===== src/rtl/addsub_pkg.sv =====
// Shared types for the bit-serial two's-complement add/sub unit.
//   op_e    : operation select encoding driven on the op port
//   state_e : sequencer states of serial_twos_addsub
package addsub_pkg;

  typedef enum logic [1:0] {
    OP_ADD = 2'b00,
    OP_SUB = 2'b01,
    OP_NEG = 2'b10,
    OP_ABS = 2'b11
  } op_e;

  typedef enum logic [1:0] {
    ST_IDLE = 2'b00,
    ST_RUN  = 2'b01,
    ST_DONE = 2'b10
  } state_e;

endpackage


===== src/rtl/serial_fa_cell.sv =====
// One-bit combinational full adder: two half adders plus an OR for carry.
// Ports:
//   a_i, b_i, cin_i : addend bits and incoming carry
//   sum_o           : a ^ b ^ cin
//   cout_o          : carry out of this bit position
module serial_fa_cell (
  input  logic a_i,
  input  logic b_i,
  input  logic cin_i,
  output logic sum_o,
  output logic cout_o
);

  logic ha1_s_s;
  logic ha1_c_s;
  logic ha2_c_s;

  // first half adder on the operand bits
  assign ha1_s_s = a_i ^ b_i;
  assign ha1_c_s = a_i & b_i;

  // second half adder folds in the incoming carry
  assign sum_o   = ha1_s_s ^ cin_i;
  assign ha2_c_s = ha1_s_s & cin_i;

  assign cout_o  = ha1_c_s | ha2_c_s;

endmodule


===== src/rtl/serial_twos_addsub.sv =====
// Bit-serial two's-complement ADD / SUB / NEG / ABS, one bit per clock, LSB first.
// Optional feature macro: ADDSUB_OVF_EN (signed overflow flag on ovf; tied 0 otherwise).
// Ports:
//   clk, rst   : rising-edge clock, asynchronous active-high reset
//   start      : request, sampled only while idle
//   op         : 00 ADD a+b, 01 SUB a-b, 10 NEG -a, 11 ABS |a|
//   a, b       : operands (b unused for NEG/ABS)
//   busy       : high while bits are being processed
//   done       : one-cycle pulse when result/carry_out/ovf become valid
//   result     : result, held until the next completed operation
//   carry_out  : carry out of the MSB cell
//   ovf        : signed overflow (ADDSUB_OVF_EN only)
module serial_twos_addsub
  import addsub_pkg::*;
#(
  parameter int WIDTH = 5,
  parameter int CNT_W = $clog2(WIDTH + 1)
) (
  input  logic             clk,
  input  logic             rst,
  input  logic             start,
  input  logic [1:0]       op,
  input  logic [WIDTH-1:0] a,
  input  logic [WIDTH-1:0] b,
  output logic             busy,
  output logic             done,
  output logic [WIDTH-1:0] result,
  output logic             carry_out,
  output logic             ovf
);

  localparam logic [CNT_W-1:0] CNT_LAST = CNT_W'(WIDTH - 1);

  state_e             state_q, state_d;
  logic [CNT_W-1:0]   cnt_q, cnt_d;
  logic [WIDTH-1:0]   as_q, as_d;
  logic [WIDTH-1:0]   bs_q, bs_d;
  logic               carry_q, carry_d;
  logic [WIDTH-1:0]   shadow_q, shadow_d;
  logic [WIDTH-1:0]   result_q, result_d;
  logic               carry_out_q, carry_out_d;
  logic               fa_sum_s;
  logic               fa_cout_s;
`ifdef ADDSUB_OVF_EN
  logic               ovf_q, ovf_d;
`endif

  serial_fa_cell u_fa (
    .a_i    (as_q[0]),
    .b_i    (bs_q[0]),
    .cin_i  (carry_q),
    .sum_o  (fa_sum_s),
    .cout_o (fa_cout_s)
  );

  // next-state logic: operand load, bit-serial shifting and completion
  always_comb begin
    state_d     = state_q;
    cnt_d       = cnt_q;
    as_d        = as_q;
    bs_d        = bs_q;
    carry_d     = carry_q;
    shadow_d    = shadow_q;
    result_d    = result_q;
    carry_out_d = carry_out_q;
`ifdef ADDSUB_OVF_EN
    ovf_d       = ovf_q;
`endif
    case (state_q)
      ST_IDLE: begin
        if (start) begin
          cnt_d   = '0;
          state_d = ST_RUN;
          // subtraction and negation use ~x + 1 via the initial carry
          case (op_e'(op))
            OP_ADD: begin
              as_d = a;  bs_d = b;   carry_d = 1'b0;
            end
            OP_SUB: begin
              as_d = a;  bs_d = ~b;  carry_d = 1'b1;
            end
            OP_NEG: begin
              as_d = ~a; bs_d = '0;  carry_d = 1'b1;
            end
            OP_ABS: begin
              if (a[WIDTH-1]) begin
                as_d = ~a; bs_d = '0; carry_d = 1'b1;
              end else begin
                as_d = a;  bs_d = '0; carry_d = 1'b0;
              end
            end
            default: begin
              as_d = a;  bs_d = b;   carry_d = 1'b0;
            end
          endcase
        end else begin
          state_d = ST_IDLE;
        end
      end
      ST_RUN: begin
        as_d     = {1'b0, as_q[WIDTH-1:1]};
        bs_d     = {1'b0, bs_q[WIDTH-1:1]};
        carry_d  = fa_cout_s;
        shadow_d = {fa_sum_s, shadow_q[WIDTH-1:1]};
        cnt_d    = cnt_q + CNT_W'(1);
        if (cnt_q == CNT_LAST) begin
          // MSB cell: publish the assembled word and the final carries
          state_d     = ST_DONE;
          result_d    = {fa_sum_s, shadow_q[WIDTH-1:1]};
          carry_out_d = fa_cout_s;
`ifdef ADDSUB_OVF_EN
          // carry_q is the carry into the MSB cell here
          ovf_d       = carry_q ^ fa_cout_s;
`endif
        end else begin
          state_d = ST_RUN;
        end
      end
      ST_DONE: begin
        state_d = ST_IDLE;
      end
      default: begin
        state_d = ST_IDLE;
      end
    endcase
  end

  // state, datapath and output registers
  always_ff @(posedge clk or posedge rst) begin
    if (rst) begin
      state_q     <= ST_IDLE;
      cnt_q       <= '0;
      as_q        <= '0;
      bs_q        <= '0;
      carry_q     <= 1'b0;
      shadow_q    <= '0;
      result_q    <= '0;
      carry_out_q <= 1'b0;
    end else begin
      state_q     <= state_d;
      cnt_q       <= cnt_d;
      as_q        <= as_d;
      bs_q        <= bs_d;
      carry_q     <= carry_d;
      shadow_q    <= shadow_d;
      result_q    <= result_d;
      carry_out_q <= carry_out_d;
    end
  end

`ifdef ADDSUB_OVF_EN
  // overflow flag register, held alongside result
  always_ff @(posedge clk or posedge rst) begin
    if (rst) begin
      ovf_q <= 1'b0;
    end else begin
      ovf_q <= ovf_d;
    end
  end
  assign ovf = ovf_q;
`else
  assign ovf = 1'b0;
`endif

  assign busy      = (state_q == ST_RUN);
  assign done      = (state_q == ST_DONE);
  assign result    = result_q;
  assign carry_out = carry_out_q;

endmodule


===== config.mk =====
export PLATFORM = sky130hd
export DESIGN_NAME = serial_twos_addsub
export DESIGN_NICKNAME = d
export VERILOG_FILES = /design/src/rtl/addsub_pkg.sv /design/src/rtl/serial_fa_cell.sv /design/src/rtl/serial_twos_addsub.sv
export SDC_FILE = /design/constraint.sdc
export NUM_CORES = 1
export LEC_CHECK = 0
export BUFFER_PORTS_ARGS = -buffer_cell sky130_fd_sc_hd__buf_4
export CAP_MARGIN = 20
export CORE_ASPECT_RATIO = 0.75
export CORE_UTILIZATION = 54
export DETAILED_ROUTE_END_ITERATION = 10
export HOLD_SLACK_MARGIN = 0.05
export PLACE_DENSITY = 0.83
export SYNTH_ARGS = -nofsm -noshare
export SYNTH_HDL_FRONTEND = slang
export SYNTH_SLANG_ARGS = --single-unit

===== constraint.sdc =====
create_clock -name clk -period 1.61 [get_ports clk]
set_input_delay 0.322 -clock clk [delete_from_list [all_inputs] [get_ports clk]]
set_output_delay 0.322 -clock clk [all_outputs]
set_load 0.1 [all_outputs]

* Word level (Yosys, flattened, before mapping)
Cells that the tools add are included.
Storage, ports and cells: word-level logic and storage cells 47, output and inout bits 9, flip-flop bits (word level) 27
Cells by class: multiplexer cells 16, bitwise logic cells 7, equality and inequality tests 7, $add $sub $neg 1, reductions and logical operators 8
Operators by type and width (count):
- 5-bit one-hot mux with 3 select lines | 2
- 5-bit one-hot mux with 2 select lines | 2
- 5-bit two-way mux | 3
- 5-bit NOT | 2
- 2-bit == test (second input constant) | 3
- 3-bit one-hot mux with 2 select lines | 1
- 2-bit OR reduction | 3
- 2-bit by 1-bit == test with 1-bit output (second input constant) | 2
- 2-bit zero test | 2
- 2-bit one-hot mux with 2 select lines | 1
- 2-bit AND reduction | 2
- 3-bit by 1-bit adder with 3-bit output (second input constant) | 1
- 3-bit == test (second input constant) | 1
- 1-bit two-way mux | 3
- 3-bit two-way mux | 1
- 1-bit one-hot mux with 3 select lines | 1
- 1-bit AND | 2
- 2-bit two-way mux | 1
- 2-bit != test (second input constant) | 1
- 1-bit one-hot mux with 2 select lines | 1
- 2-bit nonzero test | 1
- 1-bit bitwise XOR | 2
- 1-bit bitwise OR | 1

* Depth between registers and ports, before layout
Gate-level depths: netlist of run 1.
word-level depth 5, mapped depth 6, gate-level depth less buffers 5

* Modules after synthesis
Synthesis of run 1 repeated with hierarchy kept, for this count alone.
Second synthesis, totals: cells, all modules 123, area total of the unflattened synthesis 1315.0 um^2
Modules (own cells, without submodules):
- serial_twos_addsub | area an instance 1295.0 um^2, cells each 122, instances 1
- serial_fa_cell | area an instance 20.0 um^2, cells each 1, instances 1

* Worst setup path after synthesis of run 1
No wires, ideal clock.
path kind reg2out, start point reg state_q[0], end point out done, path slack -0.453 ns, path buffers 0, arrival time 1.741 ns, cell stages (with the launch flop) 2, required time 1.288 ns, path through dfrtp_1 nor2b_1
On the way: longest elaborated chain between the ends 1
Ends and longest elaborated chain:
- start: declaration | line serial_twos_addsub.sv:34 | state_e state_q, state_d;
- start signal: assignment | line serial_twos_addsub.sv:140 | state_q <= state_d;
- 2-bit == test | line serial_twos_addsub.sv:166 | assign done = (state_q == ST_DONE);
- end: declaration | line serial_twos_addsub.sv:26 | output logic done,
Every way passes these cells.

* Worst setup path in the final report of run 1
start point reg state_q[0], end point reg carry_q
On the way: longest elaborated chain between the ends 3, elaborated cells between the ends (all ways) 6, classes of those cells 2 x eq/ne; 1 x mux; 3 x reduce/logical
Ends and longest elaborated chain:
- 2-bit by 1-bit == test with 1-bit output or 2-bit zero test (tied branches) | line serial_twos_addsub.sv:69 | case (state_q)
- 2-bit nonzero test (no source line) or 2-bit != test (tied branches)
- 2-bit AND reduction (no source line)
- end signal: assignment | line serial_twos_addsub.sv:144 | carry_q <= carry_d;
- end: declaration | line serial_twos_addsub.sv:38 | logic carry_q, carry_d;
Several ways; a longest one is shown, not always the timed one. A chain may end at the register's enable or synchronous reset.

==> impl_metrics.ini, run 1 <==
[yosys]
synth-compound-area-share_pct = 13.0
synth_async_sr_flop_share_pct = 100
post_synth.cell_area_avg_um2 = 10.2
yosys_warnings = 0
portion_of_netlist_area_occupied_by_mux_cells_pct = 5.69
post_synth_edffs = 0
synth_top_family_by_area = simple AND/OR/NAND/NOR gates
synthDistinctLibCells = 33
synthesis_stage_register_bit_count = 26
yosys_most_used_dff = sky130_fd_sc_hd__dfrtp_1
yosysTopAreaCellShare_pct = 47.8
synth_simple_gate_area_share_pct = 17.9
post_synth_instance_area_um2 = 1360
synth.area.top_cells = sky130_fd_sc_hd__dfrtp_1, sky130_fd_sc_hd__nand2_1, sky130_fd_sc_hd__ha_1
synthDominantAreaCellType = sky130_fd_sc_hd__dfrtp_1
synth.net_count = 155
portion_of_the_post_synthesis_area_used_by_sequential_elements_pct = 47.8
synth_xor_area_share_pct = 3.21
number_of_instances_in_the_synthesized_netlist = 133
synth_adder_area_share_pct = 6.98

[global_route]
grt_antenna_before_repair = 0
grt_busiest_layer = met2
overall_overflow_remaining_after_global_route = 0
all_layer_gr_usage_pct = 21.4
gr-usage-met3_pct = 6.25
grt.met2_usage_pct = 35.6
globalRouteMet1Util_pct = 28.5
grt_pass1_vias = 974
grt_first_pass_wirelength_um = 4320
pin_count_of_the_biggest_net_entering_global_routing = 27

[power_and_ir_drop]
cellLeakagePower_uw = 0.000815
ir_drop_uv = 1050
power.density_nw_per_um2 = 2020

[finish]
finalNetCount = 183
finalNonFillerCells = 194
fillers = 178
syn2layout_area_growth_pct = 22.7
drive_above_1_share_pct = 29.4
n_antenna_cell = 0

[setup_path]
worst_path_max_delay_cell = sky130_fd_sc_hd__dfrtp_1
arrival_ns = 1.80
criticalPathCategory = flip-flop to flip-flop
endpoint_kind = flip-flop
start_kind = flip-flop
cp_top_family = simple AND/OR/NAND/NOR gates
critical_path_cell_list = or3b_1 -> buf_4 -> nor3_2 -> a221o_1
cp.required_ns = 1.88
critPathBufInv = 1
crit_path_max_fanout = 15
critPathMaxStageDelay_ns = 0.47
r2r_setup_slack_ns = 0.08

[routing]
drc_errors = 0
dr.first_iter.drc_count = 32
post_drt_via_cell_ratio = 5.23
drt_wl_total_um = 2500
drt_pre_antenna_iters = 4
vias = 1014
route.detailed.wl_per_inst_um = 12.9
postRouteAntennaNets = 0

[sta]
skew_ns = 0.00516
timing.final.max_slew_violations = 0
setup_repair_after_global_routing_missed_its_margin = no
timing.setup.tns_ns = 0
fmax_ghz = 0.652
setup_viol_count_final = 0
finalWorstPathRequiredPeriod_ns = 1.53
post_route_fraction_of_the_period_consumed_by_the_critical_path_pct = 95.2
finalHoldViolCount = 0

[floorplan]
floorplan.initialDensity_pct = 58.1
floorplan.die_area_um2 = 2730
core_um2 = 2350
number_of_cell_rows = 15
dieWidth_um = 60
floorplan.die.height_um = 45.5
floorplan.io_pins = 24

[place]
io_buffers = 22
finalWeightedCongestion = 0.837
detailed_place_hpwl_um = 1950
post-place-cells = 188

[clock_network]
cts_tree = built
number_of_buffers_created_by_cts = 3
clk-insertion-delay-late_ns = 0.32
clk_pin_slew_ns = 0.14
clock_sinks = 26
clock_tree.buffer_depth = 2
h-tree-depth = 1
root_buffer = sky130_fd_sc_hd__clkbuf_4

[flow_run]
drv.max_cap_violation_count = 0

[run_status]
run_status = completed

[worst_hold_path]
holdCritPathClass = input pin to flip-flop
-- cells by family (layout without fill, tap and decap cells) --
logic type | after synthesis | in the layout
other | 1 | 1
muxes | 7 | 7
adders and majority gates | 7 | 7
xor gates and xnor gates | 5 | 5
and+or+nand+nor | 50 | 50
buffers and inverters | 14 | 41
AOI/OAI and AO/OA | 23 | 23
DFF | 26 | 26
-- stage by stage --
| step | worst slack [ns] | area (um2) | util [%] | total power (uW) | hold slack [ns] |
|---|---|---|---|---|---|
| final | 0.0773 | 1670 | 71.3 | 3380 | 0.296 |
| after global routing | 0.0105 | 1670 | 71.3 | 3620 | 0.301 |
| after CTS | 0.0146 | 1650 | 70.1 | 3340 | 0.291 |
| after detailed placement | 0.0487 | 1570 | 67.1 | 2880 | 0.409 |
| after global placement | 0.0877 | 1570 | 67.1 | 2800 | 0.394 |
| after floorplan | 0.00294 | 1370 | - | 2480 | 0.362 |
-- where the power goes --
group / internal (uW) / switching, uW / total [uW]
registers: 936 / 198 / 1130
clock network: 252 / 190 / 442
logic: 616 / 1190 / 1800
total: 1800 / 1570 / 3380
-- layout make-up --
type                       count  area [um2]  area share, %
timing repair buffer          30         240           14.4
sequential                    26         651           38.9
clock buffer                   3        22.5           1.35
tap                           34        42.5           2.54
clock inverter                 1        30.0           1.80
inverter                       7        28.8           1.72
multi-input combinational     93         657           39.3
-- placed cells by master, fill, tap and decap left out, drive strengths merged --
| cell | Yosys | routed |
|---|---|---|
| a21oi | 1 | 1 |
| a221o | 3 | 3 |
| a221oi | 4 | 4 |
| and3 | 2 | 2 |
| buf | 5 | 29 |
| bufinv | 0 | 1 |
| clkbuf | 2 | 3 |
| conb | 1 | 1 |
| dfrtp | 26 | 26 |
| dlygate4sd3 | 0 | 1 |
| fa | 1 | 1 |
| ha | 6 | 6 |
| inv | 6 | 7 |
| mux2 | 6 | 6 |
| mux2i | 1 | 1 |
| nand2 | 26 | 26 |
| nand2b | 2 | 2 |
| nand3 | 8 | 8 |
| nand3b | 1 | 1 |
| nor2 | 3 | 3 |
| nor2b | 5 | 5 |
| nor3 | 1 | 1 |
| nor3b | 1 | 1 |
| o211ai | 6 | 6 |
| o21a | 1 | 1 |
| o21ai | 5 | 5 |
| o221a | 2 | 2 |
| o31ai | 1 | 1 |
| or3b | 1 | 1 |
| xor2 | 5 | 5 |
-- Yosys cell counts, types with 3 or more instances --
| master | count |
|---|---|
| sky130_fd_sc_hd__nand3_1 | 7 |
| sky130_fd_sc_hd__o21ai_0 | 5 |
| sky130_fd_sc_hd__a221o_1 | 3 |
| sky130_fd_sc_hd__nor2_1 | 3 |
| sky130_fd_sc_hd__inv_1 | 6 |
| sky130_fd_sc_hd__nand2_1 | 26 |
| sky130_fd_sc_hd__o211ai_1 | 6 |
| sky130_fd_sc_hd__a221oi_1 | 4 |
| sky130_fd_sc_hd__xor2_1 | 5 |
| sky130_fd_sc_hd__nor2b_1 | 5 |
| sky130_fd_sc_hd__ha_1 | 6 |
| sky130_fd_sc_hd__mux2_2 | 6 |
| sky130_fd_sc_hd__dfrtp_1 | 26 |
-- routing by layer --
layer  up-vias  routed length, um
met5         -                  0
met4         0                  9
met3         3                 98
met2        22               1230
met1       479               1170
li1        510                  -
-- worst paths after layout --
kind / startpoint / endpoint / cells past startpoint
max in group asynchronous: rst / state_q[1]$_DFF_PP0_ / 4
min in group asynchronous: rst / shadow_q[1]$_DFFE_PP0P_ / 4
hold / removal: b[4] / bs_q[4]$_DFFE_PP0P_ / 3
setup / recovery: state_q[0]$_DFF_PP0_ / carry_q$_DFFE_PP0P_ / 4
hold reg to reg: shadow_q[1]$_DFFE_PP0P_ / shadow_q[1]$_DFFE_PP0P_ / 2
setup reg to reg: state_q[0]$_DFF_PP0_ / carry_q$_DFFE_PP0P_ / 4
-- flip-flops by register name (all words and copies together), names as in the netlist --
register and flops:
as_q 5, bs_q 5, carry_out 1, carry_q 1, cnt_q 3, result 5, shadow_q 4, state_q 2
-- worst register-to-register path, stage by stage, from the launching register on --
cell and delay [ns]:
sky130_fd_sc_hd__dfrtp_1 0.47, sky130_fd_sc_hd__or3b_1 0.44, sky130_fd_sc_hd__buf_4 0.22, sky130_fd_sc_hd__nor3_2 0.21, sky130_fd_sc_hd__a221o_1 0.15
-- what timing repair did --
item,CTS,global route
hold buffers,1,0
endpoints found under the setup margin,1,2
setup buffers,0,1
hold endpoints to repair,26,0
pin swaps,0,0
resized for setup,3,4
Power figures use the tool's default switching activity.
==> inputs of run 2 (changes only) <==
- PLACE_DENSITY: 0.83 -> 0.84
- RECOVER_POWER: unset -> 25
- REMOVE_ABC_BUFFERS: unset -> 1
- SYNTH_HIERARCHICAL: unset -> 1
==> run 2 against run 1 <==
  * Sequential cell count did not move
  * Die area fell by 3.4%
  * Hold slack better by 0.0042 ns
  * Combinational power shrank 5%
  * Synthesized cell count shrank 7.5%
  * Clock-buffer cell count is 1 higher
  * Fmax down 0.57%
  * Register-to-register slack is essentially flat
  * Clock skew up 0.0034 ns
  * Core utilization is 2.4 points lower
  * Total power shrank 7.7%
  * Highest routed layer unchanged
==> impl_metrics.ini, run 2 <==
[yosys]
synthDistinctLibCells = 29
post_synth.cell_area_avg_um2 = 10.7
synth.area.top_cells = sky130_fd_sc_hd__dfrtp_1, sky130_fd_sc_hd__ha_1, sky130_fd_sc_hd__nand2_1
yosysTopAreaCellShare_pct = 49.5
yosys_most_used_dff = sky130_fd_sc_hd__dfrtp_1
synthesis_stage_register_bit_count = 26
number_of_instances_in_the_synthesized_netlist = 123
synthDominantAreaCellType = sky130_fd_sc_hd__dfrtp_1
yosysMostFrequentCell = sky130_fd_sc_hd__dfrtp_1
post_synth_edffs = 0
yosys_warnings = 6
post_synth_instance_area_um2 = 1320
portion_of_the_post_synthesis_area_used_by_sequential_elements_pct = 49.5
post_synth_most_frequent_cells = sky130_fd_sc_hd__dfrtp_1, sky130_fd_sc_hd__nand2_1, sky130_fd_sc_hd__a211oi_1
synth_async_sr_flop_share_pct = 100

[place]
dpl-instance-area_um2 = 1510
io_buffers = 22
detailed_place_hpwl_um = 1840
finalWeightedCongestion = 0.801

[finish]
layout.core_utilization_pct = 68.9
fillers = 182
layout_commonest_cell = sky130_fd_sc_hd__dfrtp_1
syn2layout_area_growth_pct = 20.9
mostFrequentLayoutCells = sky130_fd_sc_hd__dfrtp_1, sky130_fd_sc_hd__buf_4, sky130_fd_sc_hd__nand2_1, sky130_fd_sc_hd__a211oi_1
n_antenna_cell = 0
register_area_um2 = 651
post_route_cell_area_um2 = 1590
finalNetCount = 172
multi_input_comb_area_um2 = 596
drive_above_1_share_pct = 28.9

[routing]
drc_errors = 0
vias = 998
postRouteAntennaNets = 0
drt_wl_total_um = 2570
drt_pre_antenna_iters = 4
route.detailed.wl_per_inst_um = 14.0
post_drt_via_cell_ratio = 5.45
dr.first_iter.drc_count = 55

[clock_network]
cts_tree = built
root_buffer = sky130_fd_sc_hd__clkbuf_4
clk_pin_slew_ns = 0.14
clock_sinks = 26
h-tree-depth = 1
number_of_buffers_created_by_cts = 3
clk-insertion-delay-late_ns = 0.32
clock_tree.buffer_depth = 2

[setup_path]
crit_path_max_fanout = 4
r2r_setup_slack_ns = 0.08
cp.required_ns = 1.29
start_kind = flip-flop
arrival_ns = 1.22
criticalPathCategory = flip-flop to primary output
endpoint_kind = primary output

[sta]
fmax_ghz = 0.649
timing.final.max_slew_violations = 0
finalWorstPathRequiredPeriod_ns = 1.54
finalHoldViolCount = 0
post_route_fraction_of_the_period_consumed_by_the_critical_path_pct = 95.7
setup_viol_count_final = 0
skew_ns = 0.00854

[power_and_ir_drop]
power.total_uw = 3120
intPower_uw = 1600
pwr-share-clk_pct = 10.4
sequential_power_share_pct = 34.8
power.density_nw_per_um2 = 1960
switchingPower_uw = 1520
power_switching_share_pct = 48.7
power_frac_comb_pct = 54.7
ir_drop_uv = 1100
cellLeakagePower_uw = 0.000764

[worst_hold_path]
holdCritPathClass = input pin to flip-flop

[flow_run]
drv.max_cap_violation_count = 0

[global_route]
grt_pass1_vias = 946
all_layer_gr_usage_pct = 21.5
pin_count_of_the_biggest_net_entering_global_routing = 17
grt_antenna_before_repair = 0
overall_overflow_remaining_after_global_route = 0
grt_first_pass_wirelength_um = 4110

[floorplan]
floorplan.die.height_um = 44.7
floorplan.io_pins = 24
floorplan.initialDensity_pct = 57.0
number_of_cell_rows = 15
dieWidth_um = 59.0
floorplan.die_area_um2 = 2640
core_um2 = 2310

[run_status]
run_status = completed
==> run 2: cell count changes after synthesis, sizes merged, moves of 3 or more <==
cell,delta
nand2,-8
nand3,-4
a21oi,+6
a221oi,-3
xor2,-5
a211oi,+8
o211ai,-6
a22oi,+4
nor2b,-4
nor3b,+4
==> run 2: worst paths after layout <==
kind / from / end / cells after the start
min in group asynchronous: rst / result[1]$_DFFE_PP0P_ / 3
max in group asynchronous: rst / result[4]$_DFFE_PP0P_ / 4
hold / removal: b[4] / bs_q[4]$_DFFE_PP0P_ / 3
setup / recovery: state_q[0]$_DFF_PP0_ / done / 3
hold reg to reg: shadow_q[1]$_DFFE_PP0P_ / shadow_q[1]$_DFFE_PP0P_ / 2
setup reg to reg: state_q[1]$_DFF_PP0_ / result[0]$_DFFE_PP0P_ / 4
==> run 2: area by class of cell <==
cell class	count	area share, %
multi-input cells	82	37.5
repair buffers	29	14.6
well taps	34	2.68
flip-flops and latches	26	40.9
clock buffers	4	2.28
inverters	8	2.05
==> run 2: power by group through the flow <==
stage / registers [uW] / clock network, uW / logic [uW]
after global placement: 1080 / 0 / 1570
after global routing: 1110 / 355 / 1810
final: 1090 / 325 / 1710
after detailed placement: 1100 / 0 / 1610
after CTS: 1080 / 335 / 1680
after floorplan: 1540 / 0 / 729
==> run 2: kinds of logic after synthesis <==
group,share of synthesized area [%]
adders and majority gates,7.23
buffers and inverters,6.09
DFF,49.5
muxes,5.99
AOI/OAI and AO/OA,17.7
other,0.285
and+or+nand+nor,13.2
==> run 2: worst max-delay path, stage by stage, from the launching register on <==
cell and delay, ns:
sky130_fd_sc_hd__dfrtp_1 0.40, sky130_fd_sc_hd__buf_4 0.16, sky130_fd_sc_hd__nor2b_2 0.11, sky130_fd_sc_hd__buf_6 0.23
==> run 2: stage by stage <==
step / std cells / setup TNS, ns / worst slack [ns] / hold slack, ns
after floorplan: 116 / -0.509 / -0.453 / 0.362
after global placement: 177 / 0 / 0.109 / 0.331
after detailed placement: 177 / 0 / 0.0411 / 0.331
after CTS: 182 / 0 / 0.00519 / 0.297
after global routing: 183 / -0.00140 / -0.00140 / 0.300
final: 183 / 0 / 0.0685 / 0.301
==> run 2: routing by layer <==
layer | track usage [%] | wire length, um | vias to the layer above
met5 | 0 | 0 | -
met4 | 9.52 | 69 | 0
met3 | 5.16 | 111 | 10
met2 | 36.1 | 1270 | 32
met1 | 26.8 | 1120 | 473
li1 | - | - | 483
==> run 2: timing repair <==
action | in CTS | in global routing
hold buffers | 1 | 0
gates resized for setup | 3 | 5
setup buffers | 0 | 1
setup endpoints to repair | 1 | 8
hold endpoints to repair | 10 | 0
